--- config.mk ---
export PLATFORM = sky130hd
export DESIGN_NAME = fetch_stage_flat
export DESIGN_NICKNAME = d
export VERILOG_FILES = /design/src/rtl/cpu_pkg.sv /design/src/rtl/fetch_stage_if.sv /design/src/rtl/fetch_stage_pc_reg.sv /design/src/rtl/fetch_stage.sv /design/src/flat_wrapper.sv
export SDC_FILE = /design/constraint.sdc
export NUM_CORES = 1
export LEC_CHECK = 0
export CAP_MARGIN = 30
export CORE_UTILIZATION = 38
export CTS_CLUSTER_SIZE = 8
export DETAILED_ROUTE_END_ITERATION = 16
export PLACE_DENSITY = 0.76
export SYNTH_ARGS = -nofsm -noshare
export SYNTH_HDL_FRONTEND = slang
export SYNTH_SLANG_ARGS = --single-unit
--- constraint.sdc ---
create_clock -name clk_i -period 8 [get_ports clk_i]
set_input_delay 1.6 -clock clk_i [delete_from_list [all_inputs] [get_ports clk_i]]
set_output_delay 1.6 -clock clk_i [all_outputs]
set_load 0.1 [all_outputs]
--- src/rtl/cpu_pkg.sv ---
// Shared core definitions: fetch-window constants, fetch FSM states and the
// IF/ID pipeline record consumed by the decode stage.
package cpu_pkg;

  localparam int unsigned XLEN         = 32;
  localparam logic [31:0] RESET_VECTOR = 32'hBFC0_0000;
  localparam int unsigned ROM_BYTES    = 4096;
  localparam logic [31:0] NOP_INSTR    = 32'h0000_0013;

  typedef enum logic {
    RUN  = 1'b0,
    HALT = 1'b1
  } fetch_state_t;

  typedef struct packed {
    logic [XLEN-1:0] instr;
    logic [XLEN-1:0] pc;
    logic [XLEN-1:0] pc_plus4;
    logic            valid;
  } if_id_t;

endpackage

--- src/rtl/fetch_stage_if.sv ---
// Pipeline-control and ROM bus bundle between the fetch stage (slave side)
// and the surrounding core / instruction ROM (master side).
interface fetch_stage_if #(
  parameter int WIDTH = 32
);
  logic             stall_i;
  logic             redirect_i;
  logic [WIDTH-1:0] target_i;
  logic [WIDTH-1:0] imem_addr_o;
  logic [WIDTH-1:0] imem_rd_i;
  logic [WIDTH-1:0] instr_o;
  logic [WIDTH-1:0] pc_o;
  logic [WIDTH-1:0] pc_plus4_o;
  logic             valid_o;
  logic             fault_o;
  logic [WIDTH-1:0] fault_addr_o;
  logic [WIDTH-1:0] fetch_count_o;

  modport master (
    output stall_i, redirect_i, target_i, imem_rd_i,
    input  imem_addr_o, instr_o, pc_o, pc_plus4_o, valid_o,
           fault_o, fault_addr_o, fetch_count_o
  );

  modport slave (
    input  stall_i, redirect_i, target_i, imem_rd_i,
    output imem_addr_o, instr_o, pc_o, pc_plus4_o, valid_o,
           fault_o, fault_addr_o, fetch_count_o
  );
endinterface

--- src/rtl/fetch_stage_pc_reg.sv ---
// Program counter with next-PC selection (redirect target or PC+4) and the
// ROM-window legality check; the PC only moves to a legal next address.
module pc_reg #(
  parameter int               WIDTH        = 32,
  parameter logic [WIDTH-1:0] RESET_VECTOR = cpu_pkg::RESET_VECTOR,
  parameter int unsigned      ROM_BYTES    = cpu_pkg::ROM_BYTES
) (
  input  logic             clk_i,
  input  logic             rst_i,
  input  logic             advance_i,
  input  logic             redirect_i,
  input  logic [WIDTH-1:0] target_i,
  output logic [WIDTH-1:0] pc_o,
  output logic [WIDTH-1:0] npc_o,
  output logic             npc_legal_o
);

  localparam logic [WIDTH-1:0] LAST_ADDR = RESET_VECTOR + WIDTH'(ROM_BYTES) - WIDTH'(4);

  logic [WIDTH-1:0] pc_q;
  logic [WIDTH-1:0] pc_d;
  logic [WIDTH-1:0] npc;
  logic             npc_legal;

  // NOTE: every signal driven here gets a default first so no path leaves it
  // unassigned; otherwise synthesis infers a latch.
  always_comb begin
    npc       = redirect_i ? target_i : pc_q + WIDTH'(4);
    npc_legal = (npc[1:0] == 2'b00) && (npc >= RESET_VECTOR) && (npc <= LAST_ADDR);
    pc_d      = pc_q;
    if (advance_i && npc_legal) begin
      pc_d = npc;
    end
  end

  // NOTE: state registers use non-blocking assignments so every flop samples
  // pre-edge values regardless of block evaluation order.
  always_ff @(posedge clk_i) begin
    if (rst_i) begin
      pc_q <= RESET_VECTOR;
    end else begin
      pc_q <= pc_d;
    end
  end

  assign pc_o        = pc_q;
  assign npc_o       = npc;
  assign npc_legal_o = npc_legal;

endmodule

--- src/rtl/fetch_stage.sv ---
// Instruction-fetch stage: drives the ROM address from the PC, fills the IF/ID
// register, and halts with a sticky fault on a misaligned or out-of-window PC.
module fetch_stage
  import cpu_pkg::*;
#(
  parameter int               WIDTH        = cpu_pkg::XLEN,
  parameter logic [WIDTH-1:0] RESET_VECTOR = cpu_pkg::RESET_VECTOR,
  parameter int unsigned      ROM_BYTES    = cpu_pkg::ROM_BYTES,
  parameter logic [WIDTH-1:0] NOP_INSTR    = cpu_pkg::NOP_INSTR
) (
  input  logic          clk_i,
  input  logic          rst_i,
  fetch_stage_if.slave  bus
);

  fetch_state_t     state_q, state_d;
  if_id_t           if_id_q, if_id_d;
  logic             fault_q, fault_d;
  logic [WIDTH-1:0] fault_addr_q, fault_addr_d;
  logic [WIDTH-1:0] count_q, count_d;

  logic [WIDTH-1:0] pc;
  logic [WIDTH-1:0] npc;
  logic             npc_legal;
  logic             advance;

  // A next PC is computed on every running edge that is redirected or not stalled.
  assign advance = (state_q == RUN) && (bus.redirect_i || !bus.stall_i);

  pc_reg #(
    .WIDTH        (WIDTH),
    .RESET_VECTOR (RESET_VECTOR),
    .ROM_BYTES    (ROM_BYTES)
  ) u_pc_reg (
    .clk_i       (clk_i),
    .rst_i       (rst_i),
    .advance_i   (advance),
    .redirect_i  (bus.redirect_i),
    .target_i    (bus.target_i),
    .pc_o        (pc),
    .npc_o       (npc),
    .npc_legal_o (npc_legal)
  );

  always_comb begin
    state_d      = state_q;
    if_id_d      = if_id_q;
    fault_d      = fault_q;
    fault_addr_d = fault_addr_q;
    count_d      = count_q;

    unique case (state_q)
      RUN: begin
        if (bus.redirect_i) begin
          // Flush keeps pc/pc_plus4 so decode still sees the last real PC.
          if_id_d.instr = NOP_INSTR;
          if_id_d.valid = 1'b0;
        end else if (!bus.stall_i) begin
          if_id_d.instr    = bus.imem_rd_i;
          if_id_d.pc       = pc;
          if_id_d.pc_plus4 = pc + WIDTH'(4);
          if_id_d.valid    = 1'b1;
          count_d          = count_q + WIDTH'(1);
        end

        // The current word is still captured on a faulting sequential step,
        // since pc itself was legal; only the move to npc is refused.
        if (advance && !npc_legal) begin
          state_d      = HALT;
          fault_d      = 1'b1;
          fault_addr_d = npc;
        end
      end

      HALT: begin
        if_id_d.instr = NOP_INSTR;
        if_id_d.valid = 1'b0;
      end

      default: state_d = RUN;
    endcase
  end

  always_ff @(posedge clk_i) begin
    if (rst_i) begin
      state_q          <= RUN;
      if_id_q.instr    <= NOP_INSTR;
      if_id_q.pc       <= '0;
      if_id_q.pc_plus4 <= '0;
      if_id_q.valid    <= 1'b0;
      fault_q          <= 1'b0;
      fault_addr_q     <= '0;
      count_q          <= '0;
    end else begin
      state_q      <= state_d;
      if_id_q      <= if_id_d;
      fault_q      <= fault_d;
      fault_addr_q <= fault_addr_d;
      count_q      <= count_d;
    end
  end

  assign bus.imem_addr_o   = pc;
  assign bus.instr_o       = if_id_q.instr;
  assign bus.pc_o          = if_id_q.pc;
  assign bus.pc_plus4_o    = if_id_q.pc_plus4;
  assign bus.valid_o       = if_id_q.valid;
  assign bus.fault_o       = fault_q;
  assign bus.fault_addr_o  = fault_addr_q;
  assign bus.fetch_count_o = count_q;

endmodule

--- src/flat_wrapper.sv ---
// flat-port wrapper written by rule: the top's interface ports become plain ports
module fetch_stage_flat import cpu_pkg::*;
#(
  parameter int               WIDTH        = cpu_pkg::XLEN,
  parameter logic [WIDTH-1:0] RESET_VECTOR = cpu_pkg::RESET_VECTOR,
  parameter int unsigned      ROM_BYTES    = cpu_pkg::ROM_BYTES,
  parameter logic [WIDTH-1:0] NOP_INSTR    = cpu_pkg::NOP_INSTR
)
  (clk_i, rst_i, bus_stall_i, bus_redirect_i, bus_target_i, bus_imem_rd_i, bus_imem_addr_o, bus_instr_o, bus_pc_o, bus_pc_plus4_o, bus_valid_o, bus_fault_o, bus_fault_addr_o, bus_fetch_count_o);
  fetch_stage_if #(.WIDTH(WIDTH)) bus_i ();
  input  logic clk_i;
  input  logic rst_i;
  input wire logic [$bits(bus_i.stall_i)-1:0] bus_stall_i;
  input wire logic [$bits(bus_i.redirect_i)-1:0] bus_redirect_i;
  input wire logic [$bits(bus_i.target_i)-1:0] bus_target_i;
  input wire logic [$bits(bus_i.imem_rd_i)-1:0] bus_imem_rd_i;
  output wire logic [$bits(bus_i.imem_addr_o)-1:0] bus_imem_addr_o;
  output wire logic [$bits(bus_i.instr_o)-1:0] bus_instr_o;
  output wire logic [$bits(bus_i.pc_o)-1:0] bus_pc_o;
  output wire logic [$bits(bus_i.pc_plus4_o)-1:0] bus_pc_plus4_o;
  output wire logic [$bits(bus_i.valid_o)-1:0] bus_valid_o;
  output wire logic [$bits(bus_i.fault_o)-1:0] bus_fault_o;
  output wire logic [$bits(bus_i.fault_addr_o)-1:0] bus_fault_addr_o;
  output wire logic [$bits(bus_i.fetch_count_o)-1:0] bus_fetch_count_o;
  assign bus_i.stall_i = bus_stall_i;
  assign bus_i.redirect_i = bus_redirect_i;
  assign bus_i.target_i = bus_target_i;
  assign bus_i.imem_rd_i = bus_imem_rd_i;
  assign bus_imem_addr_o = bus_i.imem_addr_o;
  assign bus_instr_o = bus_i.instr_o;
  assign bus_pc_o = bus_i.pc_o;
  assign bus_pc_plus4_o = bus_i.pc_plus4_o;
  assign bus_valid_o = bus_i.valid_o;
  assign bus_fault_o = bus_i.fault_o;
  assign bus_fault_addr_o = bus_i.fault_addr_o;
  assign bus_fetch_count_o = bus_i.fetch_count_o;
  fetch_stage #(.WIDTH(WIDTH), .RESET_VECTOR(RESET_VECTOR), .ROM_BYTES(ROM_BYTES), .NOP_INSTR(NOP_INSTR)) u_core (.clk_i(clk_i), .rst_i(rst_i), .bus(bus_i));
endmodule
==> results of run 1 <==
## per-layer routing
layer / part of all wire / GRT usage / wire length (µm)
met5: 0 / 0 / 0
met3: 0.069 / 0.0509 / 1710
met4: 0.026 / 0.0845 / 643
met2: 0.47 / 0.366 / 11600
met1: 0.44 / 0.303 / 10900
## worst paths after layout
check,startpoint,slack [ns],depth (start not counted),end
worst max-delay path,bus_redirect_i,3.41,9,u_core.bus.fault_addr_o[15]
worst min-delay path,u_core.bus.fault_o,0.45,2,u_core.bus.fault_o
worst max register to register,u_core.u_pc_reg.pc_o[2],4.01,10,u_core.bus.fault_addr_o[15]
worst min register to register,u_core.bus.fault_o,0.45,2,u_core.bus.fault_o
## kinds of logic after synthesis
| group | count (synthesis) | synth area share |
|---|---|---|
| flops | 193 | 0.477 |
| mux | 50 | 0.0655 |
| buf+inv | 81 | 0.0429 |
| xor+xnor | 55 | 0.0594 |
| simple gates | 427 | 0.245 |
| fa+ha+maj | 2 | 0.00309 |
| compound gates | 135 | 0.108 |
## power by group
part           internal [mW]  switching [mW]  total, mW
sequential             0.991          0.0178       1.01
combinational          0.130           0.325      0.454
clock                  0.440           0.399      0.839
## flip-flops by register name, summed over array words and instances, names as in the netlist
| name | count |
|---|---|
| u_core.bus.pc_plus4_o | 32 |
| u_core.bus.fault_addr_o | 32 |
| u_core.bus.pc_o | 30 |
| u_core.bus.valid_o | 1 |
| u_core.state_q | 1 |
| u_core.bus.fault_o | 1 |
| u_core.bus.instr_o | 32 |
| u_core.bus.fetch_count_o | 32 |
| u_core.u_pc_reg.pc_o | 32 |
## tightest hold or removal path, delay by kind of cell, from the launching register on
kind	cells	cell delay [ns]
flops	1	0.31
compound gates	1	0.05
buf+inv	1	0.05
## final cells by class
cell class	instances	share of cell area
clock buffer	18	0.0371
clock inverter	14	0.0127
inverter	13	0.00422
multi-input combinational	669	0.338
sequential	193	0.334
tap	275	0.0298
timing repair buffer	274	0.244
## cells in the final DEF (no fill, tap or decap), types with 3 or more instances in the layout
master             n
a21oi_1           50
o211ai_1          10
nor4_1             8
inv_6              4
and4_1             5
nand2_1          152
mux2_4             4
mux2i_1           38
buf_16             6
buf_4              8
dfxtp_1          193
and3_1             6
a22oi_1           29
o21ai_0           13
nor3_1            23
nand3_1           27
mux2_2             8
xnor2_1           27
inv_1             12
clkdlybuf4s50_1  259
nor2_1           125
and2_1            13
a31oi_1            4
nand2b_1          19
xor2_1            28
nor2b_1            9
or3_1              6
a211oi_1          15
nand4_1           18
clkbuf_16         17
a211o_1            3
## stage by stage
step | std cells | hold WS, ns
floorplan | 943 | 0.473
global placement | 1418 | 0.441
detailed placement | 1424 | 0.442
CTS | 1456 | 0.454
global route | 1456 | 0.479
finish | 1456 | 0.452
==> key figures, run 1 <==
Final layout
  – Final-stage net count: 1,238
  – Synth-to-layout area growth: 42.6%
  – Layout cell share with drive strength beyond 1: 0.0593
  – Layout Cell Area excl Fill: 11,600 µm²
  – Fin util: 0.551
  – Fillers: 1,922
  – Footprint of the multi-input gates: 3900 µm²
  – Number of antenna repair diodes: 0
  – Reg area: 3860 µm²

Clocking
  – Post-CTS setup buffer count: 0
  – Root Buffer: clkbuf_16
  – Clk_lat worst skew: 0.43 ns
  – Total CTS buffers: 17
  – Hold_buf cts: 0
  – CTS tree: yes
  – Clock Sinks: 193
  – CTS-repair resized insts: 0
  – Reg clk slew, reported paths: 0.07 ns
  – H-Tree Depth: 4
  – Worst-case clock buffer depth: 2

Worst setup path
  – Crit path max fanout: 52
  – Critical Path Source Type: input pin
  – WP data required: approximately 8.3 ns
  – Critical path arrival: 4.90 ns
  – Worst path slowest cell: or4_1
  – Buffers & Inverters on Critical Path: 4
  – CP max stage delay: 0.62 ns
  – Worst path cell trace: buf_2 > buf_4 > inv_1 > or4_1 > o31ai_1 > nor4bb_1 > a21bo_1 > buf_4 > mux2_2
  – CP top delay family: buffers and inverters
  – Crit end category: register
  – CP dominant cell by count: buf_4
  – WS Path Type: in2reg

Yosys
  – FF+latch count, synth: between 150 and 200
  – Post-synth top area share: 0.477
  – Seq/Total Area, Yosys: 0.477
  – Post-synth EDFFs: 0
  – Post-synthesis async set-or-reset flop share: 0
  – Synth unique cells: 54
  – Ys flop type: dfxtp_1
  – Netlist Area Pre-Place: roughly 8000 µm²
  – Mean Syn Cell Area: 8.60 µm²
  – Post-synth top cells: 193 x dfxtp_1, 152 x nand2_1, 125 x nor2_1, 50 x a21oi_1, 45 x clkbuf_1
  – Post-synth top area cell: dfxtp_1
  – Cells after synthesis: 943
  – Most common cell in the netlist: dfxtp_1
  – Synth Warn #: 0
  – Synth area leaders: dfxtp_1 48%, nand2_1 7.0%, nor2_1 5.8%, mux2i_1 4.7%, a21oi_1 3.1%
  – Syn nets: just over 1k

Global routing
  – First-pass GRT wire length: 39,300 µm
  – Largest net degree at the start of global routing: 86
  – Total track usage: 0.230
  – Total grt overflow: 0
  – Vias in the first global route: around 7.2k
  – Antenna violations before repair: 0

Route
  – DRT iter0 DRCs: roughly 450
  – Drt pass-1 iters: 5
  – Post-Route WL: about 25,000 µm
  – Via density: 5.17
  – DR WL/cell: 17.1 µm
  – Post-route ant nets: 0
  – DRC viols: 0
  – Vias: 7,527

Timing
  – Highest Clock Rate: 0.218 GHz
  – PnR worst setup slack: 3.41 ns
  – Slew @ Worst Pin: 1.06 ns
  – Slew Viols, Final: 0
  – Max Clock Skew: 0.00972 ns
  – RSZ-0062 raised after global routing: no
  – Fin. Hold Viols: 0
  – Fin crit period: 4.59 ns
  – Final setup vio count: 0
  – Crit share post-route: 0.574
  – Slew margin rel.: 0.292
  – Setup TNS Final: 0 ns

Pwr
  – Power Total: 2.30 mW
  – Leakage: 4.26 nW
  – PD cells: roughly 200 nW/µm²
  – Maximum vdd drop: 0.000138 V

Placement
  – Post-DP Area: 11,000 µm²
  – Final Wtd Congestion: 0.881
  – Pre-CTS WS: 3.07 ns
  – HPWL after detailed placement: 17,900 µm
  – Port buffer count: about 260

Floorplan
  – Die Wd: 148 µm
  – Die height: 148 µm
  – Die area: 21,900 µm²
  – I/O pins: 262
  – Initial Util: 0.387
  – Row count: 53
  – Core area: 21,000 µm²

Run status
  – Status: completed

Job
  – Maximum capacitance violations: 0

Hold path
  – Hold/Removal Path Class: reg2reg
Note: power is estimated with default switching activity, not from simulation.
==> inputs of run 2 (changes only) <==
- clock period: 8 -> 4.35 ns (I/O delays scaled with it)
==> key figures, run 2 (synthesized netlist as in run 1, its figures left out) <==
Pwr
  – PD cells: 367 nW/µm²
  – Maximum vdd drop: 0.000260 V
  – Clock power share: 0.371
  – Logic pwr share: 0.196
  – Internal power: 2.88 mW
  – Switching Power: ~1.4 mW
  – Leakage: 4.34 nW
  – Power Total: 4.29 mW
  – Sequential group share of total power: 0.433
  – Sw Share: 0.327

Timing
  – Setup TNS Final: 0 ns
  – Crit share post-route: 0.786
  – Final setup vio count: 0
  – Fin crit period: 3.42 ns
  – Slew Viols, Final: 0
  – Max Clock Skew: about 0.0091 ns
  – Slew @ Worst Pin: between 1 and 1.5 ns
  – Slew margin rel.: 0.297
  – Highest Clock Rate: roughly 0.29 GHz
  – RSZ-0062 raised after global routing: no
  – PnR worst setup slack: 0.929 ns
  – Fin. Hold Viols: 0

Route
  – Drt pass-1 iters: 6
  – Post-Route WL: 25,800 µm
  – DRC viols: 0
  – Met2 routed WL: 11,800 µm
  – DR WL/cell: 17.5 µm
  – DRT iter0 DRCs: 605
  – Post-route ant nets: 0
  – Vias: 7,612
  – Met3 routed WL: 1700 µm
  – Metal1 wirelength: 11,300 µm
  – Highest metal used: met4
  – Via density: 5.18

Clocking
  – Root Buffer: clkbuf_16
  – Reg clk slew, reported paths: 0.08 ns
  – Hold_buf cts: 0
  – H-Tree Depth: 4
  – Total CTS buffers: 17
  – Post-CTS setup buffer count: 0
  – CTS tree: yes
  – Worst-case clock buffer depth: 2
  – CTS-repair resized insts: 0
  – Clk_lat worst skew: 0.43 ns
  – Clock Sinks: 193

Global routing
  – Total grt overflow: 0
  – First-pass GRT wire length: 39,500 µm
  – Vias in the first global route: 7,154
  – Antenna violations before repair: 2
  – Total track usage: 0.231
  – Largest net degree at the start of global routing: 85

Run status
  – Status: completed

Floorplan
  – Die Wd: 148 µm
  – Core area: 21,000 µm²
  – I/O pins: 262
  – Die height: 148 µm
  – Row count: 53
  – Die area: 21,900 µm²
  – Initial Util: 0.387

Hold path
  – Hold/Removal Path Class: reg2reg

Placement
  – HPWL after detailed placement: ~19,000 µm
  – Final Wtd Congestion: 0.872
  – Port buffer count: 261
  – Pre-CTS WS: 0.814 ns

Final layout
  – Final-stage net count: 1,251
  – Synth-to-layout area growth: 44.1%
  – Fillers: 1,916
  – Most frequent cells in the layout: 259 x clkdlybuf4s50_1, 193 x dfxtp_1, 152 x nand2_1
  – Leading cell type in the layout, fill and taps excluded: clkdlybuf4s50_1
  – Layout cell share with drive strength beyond 1: 0.0704

Worst setup path
  – Critical path arrival: about 3.7 ns
  – Crit end category: register
  – WP data required: 4.67 ns
  – WS Path Type: reg2reg
  – Critical Path Source Type: register
  – Crit path max fanout: 34

Job
  – Maximum capacitance violations: 0
-- run 2: worst paths after layout --
path	startpoint	endpoint	slack, ns	cells past startpoint
worst max-delay path	u_core.u_pc_reg.pc_o[7]	u_core.bus.fault_addr_o[12]	0.93	10
worst min-delay path	u_core.bus.fault_o	u_core.bus.fault_o	0.45	2
worst max register to register	u_core.u_pc_reg.pc_o[7]	u_core.bus.fault_addr_o[12]	0.93	10
worst min register to register	u_core.bus.fault_o	u_core.bus.fault_o	0.45	2
-- run 2: worst max-delay path: stages (launching register included) --
cell	delay, ns
dfxtp_1	0.31
buf_4	0.15
nand3_1	0.33
nor2_1	0.48
nand4_1	0.18
xnor2_1	0.22
o31ai_1	0.31
nor4bb_1	0.50
a21bo_1	0.22
buf_12	0.24
mux2_2	0.36
-- run 2: metrics by stage --
step | std cells | util | cell area, µm² | hold WS, ns
2_1_floorplan | 943 | - | 8110 | 0.473
3_3_place_gp | 1431 | 0.521 | 10900 | 0.441
3_5_place_dp | 1437 | 0.529 | 11100 | 0.448
4_1_cts | 1469 | 0.557 | 11700 | 0.458
5_1_grt | 1470 | 0.557 | 11700 | 0.478
6_report | 1470 | 0.557 | 11700 | 0.454
-- run 2: layer usage --
metal / vias to the layer above / global-route usage
met5: - / 0
met3: 45 / 0.0426
li1: 3700 / -
met2: 279 / 0.358
met1: 3588 / 0.309
met4: 0 / 0.111
-- run 2: final cells by class --
| cell class | count | area, µm² | share of cell area |
|---|---|---|---|
| antenna | 1 | 2.50 | 0.000214 |
| clock buffer | 17 | 425 | 0.0364 |
| clock inverter | 15 | 169 | 0.0145 |
| inverter | 13 | 48.8 | 0.00418 |
| multi-input combinational | 669 | 3900 | 0.334 |
| sequential | 193 | 3860 | 0.331 |
| tap | 275 | 344 | 0.0295 |
| timing repair buffer | 287 | 2930 | 0.250 |
-- run 2: power by group through the flow --
stage / registers [mW] / clock network [mW] / logic [mW]
floorplan: 2.29 / 0 / 0.190
global placement: 1.90 / 0 / 0.815
detailed placement: 1.90 / 0 / 0.839
CTS: 1.86 / 1.63 / 0.841
global route: 1.86 / 1.70 / 0.872
finish: 1.86 / 1.59 / 0.840
